[src/rtl/mem_copy_engine.sv]
// Word-oriented memory copy / fill engine.
// A copy costs one read and one write per word; a fill costs one write.
module mem_copy_engine #(
  parameter int LENW = 8
) (
  input  logic            clk,
  input  logic            reset_n,
  input  logic            start,
  input  logic            fill,
  input  logic [31:0]     src_addr,
  input  logic [31:0]     dst_addr,
  input  logic [31:0]     fill_value,
  input  logic [LENW-1:0] len,
  output logic            busy,
  output logic            done,
  output logic [LENW-1:0] words_done,
  output logic            mem_wr,
  output logic [31:0]     mem_addr,
  output logic [31:0]     mem_writedata,
  input  logic [31:0]     mem_readdata
);

  typedef enum logic [2:0] {
    IDLE, READ, WRITE, FILLW, DONE
  } state_t;

  state_t          state;
  state_t          state_nxt;
  logic [31:0]     src;
  logic [31:0]     dst;
  logic [31:0]     fval;
  logic [31:0]     data;
  logic [LENW-1:0] cnt;
  logic            last;

  assign last = (cnt == LENW'(1));

  always_ff @(posedge clk) begin
    if (!reset_n) begin
      state      <= IDLE;
      src        <= '0;
      dst        <= '0;
      fval       <= '0;
      data       <= '0;
      cnt        <= '0;
      words_done <= '0;
    end else begin
      state <= state_nxt;
      unique case (state)
        IDLE: begin
          if (start) begin
            // addresses are word-aligned
            src        <= src_addr & 32'hFFFF_FFFC;
            dst        <= dst_addr & 32'hFFFF_FFFC;
            fval       <= fill_value;
            cnt        <= len;
            words_done <= '0;
          end
        end
        READ: data <= mem_readdata;
        WRITE: begin
          src        <= src + 32'd4;
          dst        <= dst + 32'd4;
          cnt        <= cnt - LENW'(1);
          words_done <= words_done + LENW'(1);
        end
        FILLW: begin
          dst        <= dst + 32'd4;
          cnt        <= cnt - LENW'(1);
          words_done <= words_done + LENW'(1);
        end
        default: ;
      endcase
    end
  end

  always_comb begin
    state_nxt     = state;
    busy          = 1'b0;
    done          = 1'b0;
    mem_wr        = 1'b0;
    mem_addr      = '0;
    mem_writedata = '0;
    unique case (state)
      IDLE: begin
        if (start)
          state_nxt = (len == '0) ? DONE :
                      (fill ? FILLW : READ);
      end
      READ: begin
        busy      = 1'b1;
        mem_addr  = src;
        state_nxt = WRITE;
      end
      WRITE: begin
        busy          = 1'b1;
        mem_wr        = 1'b1;
        mem_addr      = dst;
        mem_writedata = data;
        state_nxt     = last ? DONE : READ;
      end
      FILLW: begin
        busy          = 1'b1;
        mem_wr        = 1'b1;
        mem_addr      = dst;
        mem_writedata = fval;
        state_nxt     = last ? DONE : FILLW;
      end
      DONE: begin
        done      = 1'b1;
        state_nxt = IDLE;
      end
      default: state_nxt = IDLE;
    endcase
  end

endmodule

[config.mk]
export PLATFORM = sky130hd
export DESIGN_NAME = mem_copy_engine
export DESIGN_NICKNAME = d
export VERILOG_FILES = /design/src/rtl/mem_copy_engine.sv
export SDC_FILE = /design/constraint.sdc
export NUM_CORES = 1
export LEC_CHECK = 0
export CAP_MARGIN = 10
export CORE_UTILIZATION = 45
export CTS_CLUSTER_DIAMETER = 200
export DETAILED_ROUTE_END_ITERATION = 16
export GPL_TIMING_DRIVEN = 0
export PLACE_DENSITY = 0.83
export SYNTH_ARGS = -nofsm -noshare
export SYNTH_HDL_FRONTEND = slang
export SYNTH_SLANG_ARGS = --single-unit
[constraint.sdc]
create_clock -name clk -period 2.3 [get_ports clk]
set_input_delay 0.23 -clock clk [delete_from_list [all_inputs] [get_ports clk]]
set_output_delay 0.23 -clock clk [all_outputs]
set_load 0.02 [all_outputs]
==> results.yml, run 1 <==
yosys:
  synth_edf_count: 0
  yosys-top-cells-count: "nand2_1 (202), dfxtp_1 (143), a21oi_1 (116)"
  ys_warn_count: 0
  netlist_area_um2: 7380
  ys_seq_area_share_pct: 38.8
  ys_types: 64
  avgSynthCellArea_um2: 7.65
  synth_top_cell_by_area: "dfxtp_1"
  yosysMostFrequentCell: "nand2_1"
  ys_ff_latch: 143
  ys.flop_type: "dfxtp_1"
  syn_inst: 964
  synth_area_leaders: "dfxtp_1 (39%), nand2_1 (10%), a21oi_1 (7.9%)"
  synthArstFlopShare_pct: 0
  synth_top_area_share_pct: 38.8
layout:
  nFillCells: 1374
  drive_gt1_share_pct: 10.4
  fin_area_um2: 10400
  multi_input_area_um2: 4190
  seqCellArea_um2: 2870
  diodes: 0
  nets: 1341
  syn2layout_area_growth_pct: 40.6
sta:
  tns_ns: -0.00665
  holdWs_ns: 0.336
  setup_ws_ns: -0.00665
  grt_setup_unrepaired: "yes"
  hold_violations: 0
  finalCriticalPeriod_ns: 2.31
  slew_viol_final: 0
  fin_crit_sh_pct: 100
  relSlewSlack_pct: 44.8
  setup-violations-final: 1
  fmax_ghz: 0.434
  fin_worst_skew_ns: 0.00689
  tightestPinTransition_ns: 0.828
min_path:
  hold_path_class: "in2reg"
route:
  vias_per_cell: 6.02
  drc: 0
  drtIter0Drc: 1002
  wl_per_cell_um: 20.2
  num_vias: 8578
  drtPass1Iterations: 5
  postRouteAntennaNets: 0
  routed_wl_um: 28700
setup_path:
  rr_worst_depth: 6
  crit_path_max_fanout: 10
  critical_path.endpoint: "mem_addr[8]"
  rrSetupSlack_ns: 0.09
  cpPeakStageDelay_ns: 0.38
  crit_required_ns: 2.07
  path_cells: "buf_6 > nor3b_4 > buf_4 > clkbuf_8 > a22o_1 > clkdlybuf4s15_2"
  path_class: "reg2out"
  worst_r2r_endpoint: "dst[2]$_SDFFE_PN0P_"
  cp_slowest_cell: "dfxtp_4"
  worstSetupStartpointType: "flip-flop"
  arrival_ns: 2.08
  startpoint: "state[0]$_SDFFE_PN0P_"
  endpoint_kind: "primary output"
  timing.rr.start: "state[1]$_SDFFE_PN0P_"
power:
  clkPwrFrac_pct: 39.0
  p_comb_share_pct: 23.3
  p_leak_nw: 3.90
  irDropWorstVdd_mv: 0.676
  power_density_nw_per_um2: 758
  swShare_pct: 31.3
  power.net_switching_w: 0.00247
  p_seq_share_pct: 37.7
  power.internal_w: 0.00540
clock_network:
  clk_pin_slew_ns: 0.06
  cts_buffer_depth: 2
  cts_max_level: 4
  cts_tree: "yes"
  cts_root_buf: "clkbuf_16"
  cts_sinks: 143
  cts_hold_buf: 0
  cts_buffers: 17
  clock_latency_ns: 0.44
place:
  dp_hpwl_um: 20800
  placed_area_um2: 9730
  globalplace.congestion: 0.989
  numPortBuffers: 208
die:
  die_h_um: 130
  start_util_pct: 46.3
  die_w_um: 130
  core_area_um2: 15900
  fp-row-count: 46
  pin_count: 215
  die-area_um2: 16900
flow_run:
  maxCapViolations: 0
status:
  outcome: "complete, but fails checks"
  violations: "setup timing"
grt:
  grt_pass1_vias: 7927
  antenna_found_initial: 0
  overflow: 0
  grt_usage_pct: 34.2
  grt_pass1_wl_um: 43100
  grt_max_degree: 17
==> cells by family after synthesis <==
logic type / after synthesis / synth area share [%]
AO/OA/AOI/OAI: 266 / 22.5
XOR/XNOR: 16 / 1.90
adder cells (fa/ha/maj): 5 / 0.848
buffers and inverters: 84 / 4.78
flip-flops: 143 / 38.8
multiplexers: 38 / 5.19
other: 1 / 0.0508
AND/OR/NAND/NOR: 411 / 25.9
==> power by group through the flow <==
stage | Combinational, W | Sequential [W] | Clock, W
global route | 0.00196 | 0.00299 | 0.00316
CTS | 0.00179 | 0.00295 | 0.00306
finish | 0.00183 | 0.00297 | 0.00307
detailed placement | 0.00174 | 0.00300 | 0
floorplan | 0.00102 | 0.00292 | 0
global placement | 0.00172 | 0.00299 | 0
==> per-layer routing <==
metal / wire (um) / vias to the layer above / GRT usage [%]
met4: 1550 / 0 / 20.7
met1: 11500 / 4032 / 44.5
met3: 2840 / 119 / 7.38
li1: - / 3929 / -
met5: 0 / - / 0
met2: 12800 / 498 / 51.7
==> cell type report <==
| type | count | area share (%) |
|---|---|---|
| buffer | 73 | 3.85 |
| clock buffer | 18 | 4.14 |
| clock inverter | 14 | 2.04 |
| inverter | 9 | 0.326 |
| multi-input combinational | 738 | 40.4 |
| sequential | 143 | 27.6 |
| tap | 216 | 2.61 |
| timing repair buffer | 214 | 19.0 |
==> timing repair <==
action / 4_1_cts / 5_1_grt
cloned: 0 / 0
buffers inserted: 6 / 0
resized for setup: 148 / 45
endpoints found under the hold margin: 0 / 0
endpoints found under the setup margin: 74 / 93
pin swaps: 1 / 1
==> registers in the layout (all words and copies together) (netlist names) <==
signal	flops
state	3
fval	32
data	32
src	30
words_done	8
cnt	8
dst	30
==> cells in the final DEF (no fill, tap or decap), types with 4 or more instances in the layout <==
cell type	n
nand4_1	20
xnor2_1	6
dfxtp_1	142
a22o_1	25
nor3_1	16
mux2i_1	36
and3_1	10
clkbuf_16	17
a31oi_1	11
o22ai_1	8
dlygate4sd2_1	35
xor2_1	10
o21a_1	7
nand2_1	202
or3_1	6
buf_4	17
nor2_1	76
ha_1	5
o21ai_0	35
nor4_1	11
inv_1	7
buf_2	27
a311oi_1	9
and2_1	8
clkdlybuf4s50_1	145
buf_6	4
a22oi_1	8
o211ai_1	10
clkbuf_2	19
bufinv_16	5
a211oi_1	15
clkbuf_1	32
clkinv_2	4
nand3_1	27
a21oi_1	116
and4_1	8
==> how the worst min path moves through the flow <==
| stage | endpoint | slack, ns | from | cells past startpoint |
|---|---|---|---|---|
| detailed placement | fval[25]$_SDFFE_PN0P_ | 0.45 | fval[25]$_SDFFE_PN0P_ | 2 |
| CTS | fval[30]$_SDFFE_PN0P_ | 0.33 | fill_value[30] | 3 |
| global placement | data[23]$_SDFFE_PN0N_ | 0.44 | data[23]$_SDFFE_PN0N_ | 2 |
| finish | fval[30]$_SDFFE_PN0P_ | 0.34 | fill_value[30] | 3 |
| floorplan | data[0]$_SDFFE_PN0N_ | 0.37 | mem_readdata[0] | 2 |
| global route | data[13]$_SDFFE_PN0N_ | 0.36 | mem_readdata[13] | 3 |
==> worst max-delay path, delay by kind of cell (launching register included) <==
family,cells,cell delay (ns)
compound gates,1,0.18
buf+inv,4,0.79
flops,1,0.38
simple gates,1,0.29
==> stage by stage <==
stage	std cells	util (%)	worst slack (ns)	power [W]
after detailed placement	1389	61.0	-0.657	0.00474
after floorplan	965	-	0.169	0.00394
after global placement	1389	61.0	-0.656	0.00471
final	1425	65.1	-0.00665	0.00787
after global routing	1425	65.1	-0.0474	0.00811
after CTS	1425	65.5	0.00204	0.00780
(Power assumes the default switching activity.)
==> run 2: changes to the inputs <==
--- a/config.mk
+++ b/config.mk
@@ -6,6 +6,7 @@
 export NUM_CORES = 1
 export LEC_CHECK = 0
 export CAP_MARGIN = 10
+export CORE_MARGIN = 1.5
 export CORE_UTILIZATION = 45
 export CTS_CLUSTER_DIAMETER = 200
 export DETAILED_ROUTE_END_ITERATION = 16
==> constraint.sdc (replaced) <==
create_clock -name clk -period 2.55 [get_ports clk]
set_input_delay 0.255 -clock clk [delete_from_list [all_inputs] [get_ports clk]]
set_output_delay 0.255 -clock clk [all_outputs]
set_load 0.02 [all_outputs]
==> run 2 against run 1 <==
  * The run now ends clean
  * First-iteration DRC count down 2.4%
  * Register-to-register slack improved by 0.02 ns
  * Via count up 0.38%
  * Combinational power fell by 11%
  * Power decreased by 11%
  * Cell area up 0.81%
  * Clock-buffer cell count is 2 higher
  * Clock skew is 0.00094 ns higher
  * Hold slack gained 0.035 ns
  * Cell count fell by 0.35%
  * Flip-flop and latch count is the same
  * Critical endpoint is now mem_writedata[18]
  * Largest cell class unchanged
  * Largest power group unchanged
==> results.yml, run 2 (synthesized netlist as in run 1, its figures left out) <==
status:
  outcome: "completed"
die:
  core_area_um2: 15900
  die-area_um2: 17200
  start_util_pct: 46.3
  die_w_um: 131
  pin_count: 215
  die_h_um: 131
  fp-row-count: 46
layout:
  nets: 1336
  final_common_cell: "nand2_1"
  drive_gt1_share_pct: 7.64
  largest_registers: "data (32), fval (32)"
  finalCoreUtilization_pct: 65.6
  mostFrequentLayoutCells: "nand2_1 (202), clkdlybuf4s50_1 (147), dfxtp_1 (142)"
  diodes: 0
  layout.cells.non_filler: 1420
  syn2layout_area_growth_pct: 41.7
setup_path:
  timing.rr.start: "state[1]$_SDFFE_PN0P_"
  worst_r2r_endpoint: "dst[20]$_SDFFE_PN0P_"
  cp_slowest_cell: "clkdlybuf4s50_1"
  worstSetupStartpointType: "flip-flop"
  rrSetupSlack_ns: 0.11
  startpoint: "state[1]$_SDFFE_PN0P_"
  path_cells: "nand2b_2 > buf_1 > nor2_1 > clkdlybuf4s50_1"
  crit_cells: 4
  rr_worst_depth: 6
  cpPeakStageDelay_ns: 0.66
  critical_path.endpoint: "mem_writedata[18]"
  cp_top_family: "buffers and inverters"
  path_buf_inv: 2
  crit_path_max_fanout: 10
  crit_required_ns: 2.30
  endpoint_kind: "primary output"
  path_class: "reg2out"
  arrival_ns: 2.28
route:
  routed_wl_um: 28900
  wl_per_cell_um: 20.4
  drtPass1Iterations: 8
  postRouteAntennaNets: 0
  vias_per_cell: 6.06
  drc: 0
  drtIter0Drc: 978
  num_vias: 8611
sta:
  fin_crit_sh_pct: 99.4
  fin_worst_skew_ns: 0.00783
  tightestPinTransition_ns: 0.869
  slew_viol_final: 0
  hold_violations: 0
  setup_ws_ns: 0.0156
  setup-violations-final: 0
  finalCriticalPeriod_ns: 2.53
  grt_setup_unrepaired: "no"
  relSlewSlack_pct: 41.8
  fmax_ghz: 0.395
min_path:
  hold_path_class: "in2reg"
  min_path_cells: 3
place:
  globalplace.congestion: 0.944
  post-place-ws_ns: -0.424
  dp_hpwl_um: 20800
  dp.cells: 1389
  numPortBuffers: 208
power:
  irDropWorstVdd_mv: 0.584
  p_leak_nw: 4.24
  power_density_nw_per_um2: 672
grt:
  grt_pass1_vias: 7875
  grt_max_degree: 17
  grt_pass1_wl_um: 42400
  antenna_found_initial: 0
  overflow: 0
  grt_usage_pct: 33.0
flow_run:
  maxCapViolations: 0
clock_network:
  cts_hold_buf: 0
  clk_pin_slew_ns: 0.06
  cts_root_buf: "clkbuf_16"
  cts_buffer_depth: 2
  cts_max_level: 4
  cts_buffers: 17
  cts_tree: "yes"
  clock_latency_ns: 0.43
  cts_sinks: 143
==> run 2: changes by cell type in the layout (fill, tap and decap cells not counted), moves of 3 or more <==
cell,before,now
clkinv_2,4,1
dlygate4sd2_1,35,30
clkbuf_2,19,7
buf_2,27,18
dlymetal6s2s_1,0,25
clkbuf_1,32,36
buf_4,17,10
clkinv_4,0,3
==> run 2: power by group <==
group / switching (W) / internal (W)
logic: 0.000956 / 0.000668
registers: 0.000228 / 0.00245
clock network: 0.00101 / 0.00172
total: 0.00219 / 0.00484
==> run 2: worst min-delay path by stage <==
| stage | from | end | slack (ns) |
|---|---|---|---|
| 2_1_floorplan | mem_readdata[0] | data[0]$_SDFFE_PN0N_ | 0.39 |
| 3_3_place_gp | fval[2]$_SDFFE_PN0P_ | fval[2]$_SDFFE_PN0P_ | 0.44 |
| 3_5_place_dp | fval[16]$_SDFFE_PN0P_ | fval[16]$_SDFFE_PN0P_ | 0.45 |
| 4_1_cts | fill_value[13] | fval[13]$_SDFFE_PN0P_ | 0.37 |
| 5_1_grt | fill_value[29] | fval[29]$_SDFFE_PN0P_ | 0.38 |
| 6_report | fill_value[13] | fval[13]$_SDFFE_PN0P_ | 0.37 |
==> run 2: metal layers <==
metal | vias to the layer above | wire [um] | global-route usage [%]
li1 | 3907 | - | -
met1 | 4015 | 11300 | 42.1
met2 | 581 | 13100 | 51.2
met3 | 108 | 3010 | 8.14
met4 | 0 | 1530 | 18.3
met5 | - | 0 | 0
==> run 2: what timing repair did <==
item                       in CTS  in global routing
resized for setup              70                 39
cloned                          0                  0
setup buffers                   1                  0
setup endpoints to repair      63                 45
hold endpoints to repair        0                  0
==> run 2: layout make-up <==
type / instances / area (um^2)
buffer: 73 / 364
clock buffer: 20 / 467
clock inverter: 12 / 183
fill: 1338 / 5490
inverter: 9 / 36.3
multi-input combinational: 738 / 4180
sequential: 143 / 2860
tap: 216 / 270
timing repair buffer: 209 / 2100
==> run 2: metrics by stage <==
step                      setup TNS, ns  hold WS (ns)  power (W)  cell area, um^2
final                                 0         0.371    0.00703            10500
after global routing                  0         0.377    0.00725            10500
after CTS                             0         0.370    0.00697            10400
after detailed placement         -10.45         0.446    0.00427             9730
after global placement            -8.94         0.441    0.00424             9730
after floorplan                       0         0.391    0.00355             7380
==> run 2: tightest hold or removal path: stages <==
cell and delay, ns:
clkdlybuf4s50_1 0.39, nand2_1 0.06, a21oi_1 0.05
==> run 3: changes to the inputs <==
--- a/config.mk
+++ b/config.mk
@@ -11,7 +11,9 @@
 export CTS_CLUSTER_DIAMETER = 200
 export DETAILED_ROUTE_END_ITERATION = 16
 export GPL_TIMING_DRIVEN = 0
-export PLACE_DENSITY = 0.83
+export MAX_ROUTING_LAYER = met4
+export PLACE_DENSITY_LB_ADDON = 0.15
+export RECOVER_POWER = 50
 export SYNTH_ARGS = -nofsm -noshare
 export SYNTH_HDL_FRONTEND = slang
 export SYNTH_SLANG_ARGS = --single-unit
==> run 3 against run 2 <==
  * First-iteration DRC count is 28% lower
  * Power is 1.6% lower
  * Hold slack worse by 0.0020 ns
  * Routed wire length is 1.2% lower
  * Clock skew is 0.0030 ns lower
  * Utilization is 0.13 points lower
  * Critical path type unchanged
==> results.yml, run 3 (synthesized netlist as in run 1, its figures left out) <==
status:
  outcome: "completed"
setup_path:
  worstSetupStartpointType: "flip-flop"
  path_class: "reg2out"
  rr_worst_depth: 6
  critical_path.endpoint: "mem_addr[4]"
  path_buf_inv: 4
  worst_r2r_endpoint: "dst[20]$_SDFFE_PN0P_"
  cpMostUsedCell: "buf_4"
  cpPeakStageDelay_ns: 0.39
  crit_path_max_fanout: 10
  rrSetupSlack_ns: 0.11
  startpoint: "state[0]$_SDFFE_PN0P_"
  cp_top_family: "buffers and inverters"
  endpoint_kind: "primary output"
  timing.rr.start: "state[1]$_SDFFE_PN0P_"
  cp_slowest_cell: "dfxtp_2"
  arrival_ns: 2.23
  crit_cells: 7
  path_cells: "buf_4 > nor3b_4 > buf_4 > buf_4 > nand2_1 > o21ai_0 > buf_2"
  crit_required_ns: 2.30
clock_network:
  cts_root_buf: "clkbuf_16"
  cts_tree: "yes"
  cts_hold_buf: 0
  cts_buffer_depth: 2
  clock_latency_ns: 0.43
  cts_sinks: 143
  cts_buffers: 17
  cts_max_level: 4
  clk_pin_slew_ns: 0.06
die:
  die_w_um: 131
  pin_count: 215
  die-area_um2: 17200
  start_util_pct: 46.3
  die_h_um: 131
  core_area_um2: 15900
  fp-row-count: 46
route:
  drtIter0Drc: 707
  vias_per_cell: 5.87
  postRouteAntennaNets: 0
  routed_wl_um: 28600
  drtPass1Iterations: 5
  num_vias: 8351
  drc: 0
  wl_per_cell_um: 20.1
grt:
  overflow: 0
  antenna_found_initial: 0
  gr-usage-met2_pct: 52.8
  grt_pass1_wl_um: 42600
  grt_pass1_vias: 7835
  gr-max-usage-layer: "met2"
  grtUsageMet3_pct: 7.61
  grt_use_met1_pct: 44.2
  grt_max_degree: 17
  grt_usage_pct: 34.3
power:
  power_density_nw_per_um2: 662
  irDropWorstVdd_mv: 0.523
  p_leak_nw: 4.16
layout:
  nFillCells: 1428
  mostFrequentLayoutCells: "nand2_1 (202), clkdlybuf4s50_1 (148), dfxtp_1 (142)"
  drive_gt1_share_pct: 7.88
  final_common_cell: "nand2_1"
  largest_registers: "data (32), fval (32)"
  diodes: 0
  layout.cells.non_filler: 1422
  syn2layout_area_growth_pct: 41.5
  finalCoreUtilization_pct: 65.5
  nets: 1338
  fin_area_um2: 10400
sta:
  fin_worst_skew_ns: 0.00481
  finalCriticalPeriod_ns: 2.49
  holdWs_ns: 0.369
  hold_violations: 0
  fmax_ghz: 0.402
  tightestPinTransition_ns: 0.899
  fin_crit_sh_pct: 97.6
  grt_setup_unrepaired: "yes"
  slew_viol_final: 0
  setup-violations-final: 0
  relSlewSlack_pct: 40.1
place:
  globalplace.congestion: 0.958
  dp.cells: 1389
  numPortBuffers: 208
  placed_area_um2: 9730
  dp_hpwl_um: 20400
min_path:
  hold_path_class: "in2reg"
flow_run:
  maxCapViolations: 0
[run 3: final cells by class]
| type | count | area [um^2] | area share (%) |
|---|---|---|---|
| buffer | 73 | 355 | 3.41 |
| clock buffer | 19 | 453 | 4.34 |
| clock inverter | 13 | 163 | 1.56 |
| inverter | 9 | 36.3 | 0.348 |
| multi-input combinational | 738 | 4180 | 40.0 |
| sequential | 143 | 2860 | 27.4 |
| tap | 216 | 270 | 2.59 |
| timing repair buffer | 211 | 2120 | 20.3 |
[run 3: worst min path at each step]
| stage | endpoint | start | depth (start not counted) |
|---|---|---|---|
| after global routing | fval[22]$_SDFFE_PN0P_ | fill_value[22] | 3 |
| final | data[21]$_SDFFE_PN0N_ | mem_readdata[21] | 3 |
| after CTS | src[12]$_SDFFE_PN0P_ | src_addr[12] | 3 |
| after floorplan | data[0]$_SDFFE_PN0N_ | mem_readdata[0] | 2 |
| after detailed placement | fval[19]$_SDFFE_PN0P_ | fval[19]$_SDFFE_PN0P_ | 2 |
| after global placement | data[29]$_SDFFE_PN0N_ | data[29]$_SDFFE_PN0N_ | 2 |
[run 3: metrics by stage]
step | setup slack, ns | total power (W) | setup TNS [ns]
finish | 0.0606 | 0.00691 | 0
global route | -0.0236 | 0.00716 | -0.0557
CTS | 0.00154 | 0.00688 | 0
detailed placement | -0.485 | 0.00429 | -12.81
global placement | -0.471 | 0.00426 | -11.02
floorplan | 0.394 | 0.00355 | 0
[run 3: where the power goes]
part / internal [W] / switching [W]
clock: 0.00159 / 0.00102
sequential: 0.00245 / 0.000221
combinational: 0.000673 / 0.000956
total: 0.00471 / 0.00220
[run 3: per-layer routing]
layer | share of wire, % | up-vias
met3 | 9.5 | 68
met2 | 46 | 439
met1 | 42 | 3934
li1 | - | 3910
met4 | 3.3 | 0
met5 | 0 | -
[run 3: worst register-to-register path, stage by stage, from the launching register on]
cell and delay (ns):
dfxtp_1 0.39, buf_2 0.28, or4b_1 0.25, buf_2 0.29
clkbuf_1 0.63, o21ai_0 0.20, a221oi_1 0.31
[run 3: repair_timing]
item                                    in CTS  in global routing
buffers inserted                             2                  1
endpoints found under the setup margin      63                 42
gates resized for setup                     76                 34
